File: config.mk
export PLATFORM = sky130hd
export DESIGN_NAME = spi_rx_mode
export DESIGN_NICKNAME = d
export VERILOG_FILES = /design/src/rtl/spi_pkg.sv /design/src/rtl/spi_edge_det.sv /design/src/rtl/spi_rx_mode.sv
export SDC_FILE = /design/constraint.sdc
export NUM_CORES = 1
export LEC_CHECK = 0
export CORE_MARGIN = 3
export CORE_UTILIZATION = 53
export DETAILED_ROUTE_END_ITERATION = 10
export MAX_ROUTING_LAYER = met4
export PLACE_DENSITY = 0.78
export SETUP_SLACK_MARGIN = 0.15
export SYNTH_ARGS = -nofsm -noshare
export SYNTH_HDL_FRONTEND = slang
export SYNTH_SLANG_ARGS = --single-unit
File: constraint.sdc
create_clock -name clock_i -period 1.9 [get_ports clock_i]
set_input_delay 0.285 -clock clock_i [delete_from_list [all_inputs] [get_ports clock_i]]
set_output_delay 0.285 -clock clock_i [all_outputs]
set_load 0.02 [all_outputs]
File: src/rtl/spi_pkg.sv
// -----------------------------------------------------------------------------
// spi_pkg
// Shared types and helpers for the SPI receive path (and the future transmit
// path): SPI mode encoding, receiver FSM states and sample-edge selection.
// No ports (package).
// -----------------------------------------------------------------------------
package spi_pkg;

    // Mode number is the concatenation {cpol, cpha}.
    typedef enum logic [1:0] {
        MODE0 = 2'b00,
        MODE1 = 2'b01,
        MODE2 = 2'b10,
        MODE3 = 2'b11
    } spi_mode_t;

    typedef enum logic {
        IDLE  = 1'b0,
        SHIFT = 1'b1
    } rx_state_t;

    // Returns 1 when data is sampled on the rising SCLK edge, 0 for falling.
    // Modes 0 and 3 (cpol == cpha) sample on rising, modes 1 and 2 on falling.
    function automatic logic sample_on_rise(input spi_mode_t mode);
        logic result_s;
        case (mode)
            MODE0, MODE3: result_s = 1'b1;
            MODE1, MODE2: result_s = 1'b0;
            default:      result_s = 1'b1;
        endcase
        return result_s;
    endfunction

endpackage

File: src/rtl/spi_edge_det.sv
// -----------------------------------------------------------------------------
// spi_edge_det
// Conditions the SPI pins for a clock_i-domain engine: optional 2-flop
// synchronizers (macro SPI_RX_SYNC_EN), then SCLK rise/fall and CS_n
// fall/rise single-cycle pulses. All three pins see identical delay so the
// bit alignment between SCLK and data is preserved.
//
// Ports:
//   clk        in  system clock
//   rst_n      in  synchronous active-low reset
//   sclk       in  raw SPI clock
//   miso       in  raw serial data
//   cs_n       in  raw chip select (active low)
//   sclk_rise  out SCLK rising edge seen this cycle
//   sclk_fall  out SCLK falling edge seen this cycle
//   cs_fall    out CS_n high->low seen this cycle
//   cs_rise    out CS_n low->high seen this cycle
//   miso_lvl   out data level aligned with the edge pulses
//   cs_n_lvl   out CS_n level aligned with the edge pulses
// -----------------------------------------------------------------------------
module spi_edge_det (
    input  logic clk,
    input  logic rst_n,
    input  logic sclk,
    input  logic miso,
    input  logic cs_n,
    output logic sclk_rise,
    output logic sclk_fall,
    output logic cs_fall,
    output logic cs_rise,
    output logic miso_lvl,
    output logic cs_n_lvl
);

    logic sclk_s;
    logic miso_s;
    logic cs_n_s;
    logic sclk_d_r;
    logic cs_n_d_r;

`ifdef SPI_RX_SYNC_EN
    logic [1:0] sclk_sync_r;
    logic [1:0] miso_sync_r;
    logic [1:0] cs_n_sync_r;

    // Two-flop synchronizers for the asynchronous SPI pins.
    always_ff @(posedge clk) begin
        if (!rst_n) begin
            sclk_sync_r <= 2'b00;
            miso_sync_r <= 2'b00;
            cs_n_sync_r <= 2'b00;
        end else begin
            sclk_sync_r <= {sclk_sync_r[0], sclk};
            miso_sync_r <= {miso_sync_r[0], miso};
            cs_n_sync_r <= {cs_n_sync_r[0], cs_n};
        end
    end

    assign sclk_s = sclk_sync_r[1];
    assign miso_s = miso_sync_r[1];
    assign cs_n_s = cs_n_sync_r[1];
`else
    assign sclk_s = sclk;
    assign miso_s = miso;
    assign cs_n_s = cs_n;
`endif

    // Previous-cycle copies for edge detection. CS_n history resets low so a
    // chip select already held low across reset is not mistaken for a new
    // frame start; a genuine high->low transition is required.
    always_ff @(posedge clk) begin
        if (!rst_n) begin
            sclk_d_r <= 1'b0;
            cs_n_d_r <= 1'b0;
        end else begin
            sclk_d_r <= sclk_s;
            cs_n_d_r <= cs_n_s;
        end
    end

    assign sclk_rise = ~sclk_d_r &  sclk_s;
    assign sclk_fall =  sclk_d_r & ~sclk_s;
    assign cs_fall   =  cs_n_d_r & ~cs_n_s;
    assign cs_rise   = ~cs_n_d_r &  cs_n_s;
    assign miso_lvl  = miso_s;
    assign cs_n_lvl  = cs_n_s;

endmodule

File: src/rtl/spi_rx_mode.sv
// -----------------------------------------------------------------------------
// spi_rx_mode
// SPI slave-side receiver for all four SPI modes, MSB- or LSB-first, any word
// width >= 2, back-to-back words under one chip select. Completed words are
// presented through a valid/ready output register; a word completing while
// the register is still full is dropped and flagged as overrun. A chip select
// release in the middle of a word pulses frame_err_o.
// Optional macro SPI_RX_SYNC_EN adds 2-flop pin synchronizers (+2 cycles on
// every latency, bit alignment unchanged).
//
// Parameters: WIDTH (bits per word), MSB_FIRST (1: first bit -> MSB).
// Ports:
//   clock_i     in  system clock
//   reset_i     in  synchronous active-low reset
//   en_i        in  receiver enable; low forces IDLE and clears overrun_o
//   cpol_i      in  SPI clock polarity, latched at CS_n fall
//   cpha_i      in  SPI clock phase, latched at CS_n fall
//   CS_n_i      in  chip select, active low
//   SCLK_i      in  SPI clock (oversampled)
//   MISO_i      in  serial data
//   rx_data_o   out last completed word
//   rx_valid_o  out rx_data_o holds an unconsumed word
//   rx_ready_i  in  consumer accepts when rx_valid_o & rx_ready_i
//   overrun_o   out sticky: a completed word was dropped
//   frame_err_o out one-cycle pulse: CS_n rose mid-word
//   busy_o      out receiver is in SHIFT
// -----------------------------------------------------------------------------
module spi_rx_mode
    import spi_pkg::*;
#(
    parameter int WIDTH     = 24,
    parameter bit MSB_FIRST = 1'b1
) (
    input  logic             clock_i,
    input  logic             reset_i,
    input  logic             en_i,
    input  logic             cpol_i,
    input  logic             cpha_i,
    input  logic             CS_n_i,
    input  logic             SCLK_i,
    input  logic             MISO_i,
    output logic [WIDTH-1:0] rx_data_o,
    output logic             rx_valid_o,
    input  logic             rx_ready_i,
    output logic             overrun_o,
    output logic             frame_err_o,
    output logic             busy_o
);

    localparam int              CNT_W    = $clog2(WIDTH + 1);
    localparam logic [CNT_W-1:0] LAST_CNT = CNT_W'(WIDTH - 1);
    localparam logic [CNT_W-1:0] CNT_ONE  = {{(CNT_W-1){1'b0}}, 1'b1};

    logic sclk_rise_s;
    logic sclk_fall_s;
    logic cs_fall_s;
    logic cs_rise_s;
    logic miso_s;
    logic cs_n_s;
    logic sample_s;

    rx_state_t        state_r,     state_n;
    spi_mode_t        mode_r,      mode_n;
    logic [CNT_W-1:0] cnt_r,       cnt_n;
    logic [WIDTH-1:0] shift_r,     shift_n;
    logic [WIDTH-1:0] shifted_s;
    logic [WIDTH-1:0] rx_data_r,   rx_data_n;
    logic             rx_valid_r,  rx_valid_n;
    logic             overrun_r,   overrun_n;
    logic             frame_err_r, frame_err_n;
    logic             busy_r;

    spi_edge_det u_edge_det (
        .clk       (clock_i),
        .rst_n     (reset_i),
        .sclk      (SCLK_i),
        .miso      (MISO_i),
        .cs_n      (CS_n_i),
        .sclk_rise (sclk_rise_s),
        .sclk_fall (sclk_fall_s),
        .cs_fall   (cs_fall_s),
        .cs_rise   (cs_rise_s),
        .miso_lvl  (miso_s),
        .cs_n_lvl  (cs_n_s)
    );

    // Select the sampling edge from the mode latched at frame start.
    always_comb begin
        if (sample_on_rise(mode_r)) begin
            sample_s = sclk_rise_s;
        end else begin
            sample_s = sclk_fall_s;
        end
    end

    // Shift register with the current MISO bit folded in.
    always_comb begin
        if (MSB_FIRST) begin
            shifted_s = {shift_r[WIDTH-2:0], miso_s};
        end else begin
            shifted_s = {miso_s, shift_r[WIDTH-1:1]};
        end
    end

    // Next-state, datapath and output-register logic.
    always_comb begin
        state_n     = state_r;
        mode_n      = mode_r;
        cnt_n       = cnt_r;
        shift_n     = shift_r;
        rx_data_n   = rx_data_r;
        frame_err_n = 1'b0;

        if (rx_valid_r && rx_ready_i) begin
            rx_valid_n = 1'b0;
        end else begin
            rx_valid_n = rx_valid_r;
        end

        if (!en_i) begin
            overrun_n = 1'b0;
        end else begin
            overrun_n = overrun_r;
        end

        case (state_r)
            IDLE: begin
                if (en_i && cs_fall_s) begin
                    state_n = SHIFT;
                    mode_n  = spi_mode_t'({cpol_i, cpha_i});
                    cnt_n   = {CNT_W{1'b0}};
                    shift_n = {WIDTH{1'b0}};
                end else begin
                    state_n = IDLE;
                end
            end
            SHIFT: begin
                if (!en_i) begin
                    // Disable drops the partial word silently.
                    state_n = IDLE;
                    cnt_n   = {CNT_W{1'b0}};
                    shift_n = {WIDTH{1'b0}};
                end else if (cs_n_s) begin
                    // CS_n release takes priority over a coincident sample edge.
                    state_n     = IDLE;
                    cnt_n       = {CNT_W{1'b0}};
                    shift_n     = {WIDTH{1'b0}};
                    frame_err_n = cs_rise_s && (cnt_r != {CNT_W{1'b0}});
                end else if (sample_s) begin
                    if (cnt_r == LAST_CNT) begin
                        // Word complete; stay in SHIFT for a back-to-back word.
                        cnt_n   = {CNT_W{1'b0}};
                        shift_n = {WIDTH{1'b0}};
                        if (!rx_valid_r || rx_ready_i) begin
                            rx_data_n  = shifted_s;
                            rx_valid_n = 1'b1;
                        end else begin
                            overrun_n = 1'b1;
                        end
                    end else begin
                        cnt_n   = cnt_r + CNT_ONE;
                        shift_n = shifted_s;
                    end
                end else begin
                    state_n = SHIFT;
                end
            end
            default: begin
                state_n = IDLE;
                cnt_n   = {CNT_W{1'b0}};
                shift_n = {WIDTH{1'b0}};
            end
        endcase
    end

    // State and output registers.
    always_ff @(posedge clock_i) begin
        if (!reset_i) begin
            state_r     <= IDLE;
            mode_r      <= MODE0;
            cnt_r       <= {CNT_W{1'b0}};
            shift_r     <= {WIDTH{1'b0}};
            rx_data_r   <= {WIDTH{1'b0}};
            rx_valid_r  <= 1'b0;
            overrun_r   <= 1'b0;
            frame_err_r <= 1'b0;
            busy_r      <= 1'b0;
        end else begin
            state_r     <= state_n;
            mode_r      <= mode_n;
            cnt_r       <= cnt_n;
            shift_r     <= shift_n;
            rx_data_r   <= rx_data_n;
            rx_valid_r  <= rx_valid_n;
            overrun_r   <= overrun_n;
            frame_err_r <= frame_err_n;
            busy_r      <= (state_n == SHIFT);
        end
    end

    assign rx_data_o   = rx_data_r;
    assign rx_valid_o  = rx_valid_r;
    assign overrun_o   = overrun_r;
    assign frame_err_o = frame_err_r;
    assign busy_o      = busy_r;

endmodule

### Yosys cells after proc, flatten, opt, wreduce, memory -nomap -nowiden

Index checks and enable logic that the tools add are counted.

* eq/ne operators: 6
* bitwise operators: 9
* reductions and logical operators: 13
* multiplexer cells: 32
* add/subtract/negate cells: 1

Operators by type and width (number)
* $mux 23: 5
* $pmux 23 s2: 1
* $mux 5: 5
* $mux 1: 18
* $pmux 5 s2: 1
* $reduce_and 6->1: 1
* $add 5x1->5 const B: 1
* $eq 5x5->1 const B: 1
* $not 1->1: 5
* $reduce_bool 5->1: 1
* $and 1x1->1: 4
* $eq 2x2->1 const B: 2
* $ne 4x4->1 const B: 1
* $pmux 1 s2: 2
* $reduce_and 2->1: 2
* $reduce_and 4->1: 1
* $reduce_or 2->1: 2
* $logic_and 1x1->1: 3
* $eq 2x1->1 const B: 1
* $logic_not 2->1: 1
* $ne 2x2->1 const B: 1
* $logic_not 1->1: 1
* $logic_or 1x1->1: 1

* register bits after elaboration: 60
* output and inout port bits: 28
* word-level logic and storage cells: 71
* input port bits: 9

### Longest topological paths before layout

* depth in word-level cells: 8
* depth in mapped cells: 7
* mapped depth without buffers: 5

### Hierarchy

A second synthesis with hierarchy kept.

* cell total of the unflattened synthesis: 298
* area total of the unflattened synthesis: 2552.4 µm²

Modules (own cells, without submodules)
* spi_rx_mode: sequential area each 1161.1 µm², area each 2459.9 µm², times used 1, cells an instance 288
* spi_edge_det: sequential area each 40.0 µm², area each 92.6 µm², times used 1, cells an instance 10

### Least setup slack after synthesis

No wires, ideal clock.

* path kind: register to register
* start: reg busy_o (netlist name)
* end: reg shift_r[0]
* data required time: 1828 ps
* path buffers: 2
* setup time: 72 ps
* period minus slack after synthesis: 1661 ps
* path slack: 239 ps
* data arrival time: 1589 ps
* cell stages (with the launch flop): 7
* cell sequence: dfxtp_1 -> and4bb_2 -> a21o_2 -> a21oi_2 -> buf_6 -> buf_12 -> mux2i_1

RTL lines
* end signal, assigned: line spi_rx_mode.sv:182 `shift_r <= {WIDTH{1'b0}};`
* end signal, assigned: line spi_rx_mode.sv:192 `shift_r <= shift_n;`
* end, declared: line spi_rx_mode.sv:65 `logic [WIDTH-1:0] shift_r, shift_n;`

### Worst setup path in the final report

* start: reg mode_r[1]
* end: reg cnt_r[2]

* cells in the longest elaborated chain, start to end: 6
* elaborated cells on any way between the ends: 10
* classes of those cells: eq/ne: 4; mux: 2; reduce/logical: 4

RTL lines
* start, declared: line spi_rx_mode.sv:63 `spi_mode_t mode_r, mode_n;`
* start signal, assigned: line spi_rx_mode.sv:190 `mode_r <= mode_n;`
* $eq 2x1->1, or another cell as far along: line spi_pkg.sv:26 `case (mode)`
* $reduce_or 2->1: line spi_pkg.sv:26
* $pmux 1 s2 (*): line spi_pkg.sv:26
* $mux 1 (*): line spi_rx_mode.sv:89 `if (sample_on_rise(mode_r)) begin`
* $ne 4x4->1 (no line) (*)
* $reduce_and 2->1 (no line) (*)
* end signal, assigned: line spi_rx_mode.sv:181 `cnt_r <= {CNT_W{1'b0}};`
* end signal, assigned: line spi_rx_mode.sv:191 `cnt_r <= cnt_n;`
* end, declared: line spi_rx_mode.sv:64 `logic [CNT_W-1:0] cnt_r, cnt_n;`

Every way passes the cells marked *; elsewhere a longest branch is shown, timed or not.
A chain may end at the register's enable or synchronous reset.

==> results_dict.tcl <==
set metrics [dict create \
    rsz0062_at_grt "yes" \
    peakVddDrop_mv 0.729 \
    relSlewSlack_pct 74.7 \
    grt_pass1_wl_um 7900 \
    drc 0 \
    max-clock-path-buffers 2 \
    synth.top_cell.area_share_pct 47.6 \
    maxSlewViolCount 0 \
    synth-compound-area-share_pct 3.67 \
    power.switching_uw 555 \
    leakage_uw 0.00151 \
    synth_cells 255 \
    crit_slowest_cell "mux2i_4" \
    placed_area_mm2 0.00298 \
    power_frac_clock_pct 48.6 \
    core-area_mm2 0.00447 \
    synth_simple_gate_area_share_pct 20.6 \
    r2r-end "cnt_r[2]" \
    status "finished, final reports clean" \
    post-route-util_pct 72.6 \
    first_global_vias 1758 \
    timing.fmax_mhz 596 \
    route.vias.total 1903 \
    hold_path_startpoint "CS_n_i" \
    cp_max_fo 6 \
    slowest_delay_ns 0.40 \
    clk_pin_slew_ns 0.06 \
    track_usage_pct 19.5 \
    yosys_warnings 0 \
    fin_nets 316 \
    synthXorXnorAreaFrac_pct 0.644 \
    pwr-share-comb_pct 4.4 \
    hold_buffers 0 \
    syn-cell-area_mm2 0.00252 \
    synth_top_family_by_area "multiplexers" \
    yosysSeqAreaShare_pct 47.6 \
    p_int_uw 2140 \
    hold_viol 0 \
    viasPerCell 5.26 \
    whs_ns 0.305 \
    num_antenna_cells 0 \
    tightest_slew_ns 0.379 \
    post-route-period-util_pct 88.3 \
    setup_viol 0 \
    cts_tree "yes" \
    cp.required_ns 2.13 \
    synth_fa_ha_area_share_pct 0.991 \
    crit_chain "xnor2_2 -> mux2i_4 -> a21oi_4 -> buf_4 -> a31o_2" \
    wl_per_cell_um 13.1 \
    clock_sinks 60 \
    fillers 318 \
    die_width_um 75.0 \
    dpl.cell_count 344 \
    drt_iter0_markers 124 \
    grt_max_degree 28 \
    finClkSkew_ns 0.0133 \
    io-pin-count 37 \
    post-route-min-period_ns 1.68 \
    synth_nets 266 \
    die_area_mm2 0.00563 \
    synth_cell_type_count 38 \
    syn-mean-instance-area_um2 9.90 \
    antenna_found_initial 0 \
    rr_worst_depth 5 \
    dp_hpwl_um 3100 \
    synth_top_cells_by_area "dfxtp_1 (48%), mux2i_1 (20%), nand2_1 (12%), buf_6 (2.2%), buf_12 (1.6%)" \
    htreeDepth 3 \
    fin_cells 362 \
    critPathLaunchType "flop" \
    area_growth_pct 28.7 \
    grt_overflow_total 0 \
    die_h_um 75.0 \
    rows 24 \
    p_sw_share_pct 20.6 \
    synthMuxAreaShare_pct 20.7 \
    end_kind "flop" \
    drive_gt1_share_pct 14.2 \
    p_per_area_mw_per_mm2 828 \
    place_congestion 0.806 \
    finalWorstSetupSlack_ns 0.222 \
    antenna_left 0 \
    r2r_start "mode_r[1]" \
    rrSetupSlack_ns 0.22 \
    clock_latency_ns 0.34 \
    crit_arrival_ns 1.90 \
    power_frac_seq_pct 47.0 \
    initial_core_util_pct 56.4 \
    drt_first_pass_iters 4 \
    cts_buffers 9 \
    min_to "u_edge_det.cs_n_d_r" \
    root_buffer "clkbuf_8" \
    crit_type "flop to flop" \
    place_ws_ns -0.103 \
    min_path_cells 2 \
    yosys.area.top_type "dfxtp_1" \
    design_area_mm2 0.00325 \
    holdCritPathClass "primary input to flop" \
    ys_seq_elements 60 \
    drv_cap 0 \
    wirelength_um 4740 \
    io_buffers 36 \
]
==> what timing repair did <==
action	4_1_cts	5_1_grt
hold endpoints to repair	0	0
gates resized for setup	0	3
setup buffers	0	1
setup endpoints to repair	0	6
==> kinds of logic after synthesis <==
| kind of cell | after synthesis |
|---|---|
| DFF | 60 |
| and+or+nand+nor | 110 |
| muxes | 51 |
| AOI/OAI and AO/OA | 12 |
| xor gates and xnor gates | 1 |
| buffers and inverters | 19 |
| adders and majority gates | 2 |
==> per-layer routing <==
layer	GRT usage, %	routed length [µm]	vias to the layer above
li1	-	-	960
met4	11.5	142	0
met5	-	0	-
met2	27.9	2130	42
met3	5.21	174	10
met1	24.5	2300	891
==> sequential cells by signal, summed over array words and instances (netlist names) <==
| register | count |
|---|---|
| busy_o | 1 |
| cnt_r | 5 |
| frame_err_o | 1 |
| mode_r | 2 |
| overrun_o | 1 |
| rx_data_o | 24 |
| rx_valid_o | 1 |
| shift_r | 23 |
| u_edge_det.cs_n_d_r | 1 |
| u_edge_det.sclk_d_r | 1 |
==> cells in the mapped netlist <==
cell	number
mux2i_4	1
o21ai_0	2
or3_2	1
buf_2	1
and2_1	3
nand4b_1	1
and3_2	1
a21o_2	2
nand4_1	2
and4bb_2	1
nand2b_1	3
a21boi_0	2
xnor2_2	1
nand3b_1	2
or2b_1	1
nand3_4	1
nand2_1	78
a21oi_2	1
dlygate4sd1_1	1
a31oi_1	2
clkbuf_1	7
a311o_1	1
a32o_1	1
nor2_1	3
buf_6	5
nand3_1	2
and3b_1	1
and4b_1	2
inv_1	3
buf_12	2
mux2i_1	50
dfxtp_1	60
nor3_1	2
nor4b_1	1
and3_1	2
a31o_2	1
ha_1	2
nor2b_1	3
==> metrics by stage <==
step / power (µW) / setup TNS, ns
after global routing: 2780 / 0
after CTS: 2700 / 0
after global placement: 1400 / -0.830
final: 2690 / 0
after floorplan: 1370 / 0
after detailed placement: 1410 / -1.90
==> cell usage in the layout (no fill, tap or decap), types with 3 or more instances in the layout <==
cell type / instances
nand2_1: 78
dfxtp_1: 60
mux2i_1: 50
clkdlybuf4s50_1: 32
buf_4: 15
clkbuf_8: 11
inv_1: 3
nand2b_1: 3
nor2_1: 3
and2_1: 3
nor2b_1: 3
dlymetal6s2s_1: 3
buf_12: 3
==> final cells by class <==
type	count	area [µm²]	area share [%]
multi-input cells	176	1180	36.4
repair buffers	55	561	17.3
inverters	3	11.3	0.347
well taps	52	65.1	2.00
flip-flops and latches	60	1200	37.0
clock buffers	13	159	4.89
clock inverters	3	68.8	2.12
==> worst max-delay path, delay by kind of cell (launching register included) <==
family,cells,cell delay [ns]
AO/OA/AOI/OAI,2,0.39
multiplexers,1,0.40
XOR/XNOR,1,0.29
buffers and inverters,1,0.16
flip-flops,1,0.33
==> worst max-delay path by stage <==
| stage | startpoint | end | slack [ns] | cells after the start |
|---|---|---|---|---|
| 6_report | mode_r[1] | cnt_r[2] | 0.22 | 5 |
| 5_1_grt | cnt_r[1] | rx_data_o[13] | 0.14 | 7 |
| 4_1_cts | busy_o | busy_o | 0.15 | 2 |
| 3_5_place_dp | CS_n_i | shift_r[2] | -0.10 | 6 |
| 3_3_place_gp | CS_n_i | shift_r[7] | -0.05 | 6 |
| 2_1_floorplan | busy_o | shift_r[0] | 0.24 | 6 |
==> power by group through the flow <==
stage,logic [µW],clock network [µW],registers [µW]
after floorplan,73.6,0,1290
after global placement,112,0,1290
after detailed placement,114,0,1290
after CTS,114,1330,1260
after global routing,129,1390,1260
final,119,1310,1260
(Power assumes the default switching activity.)
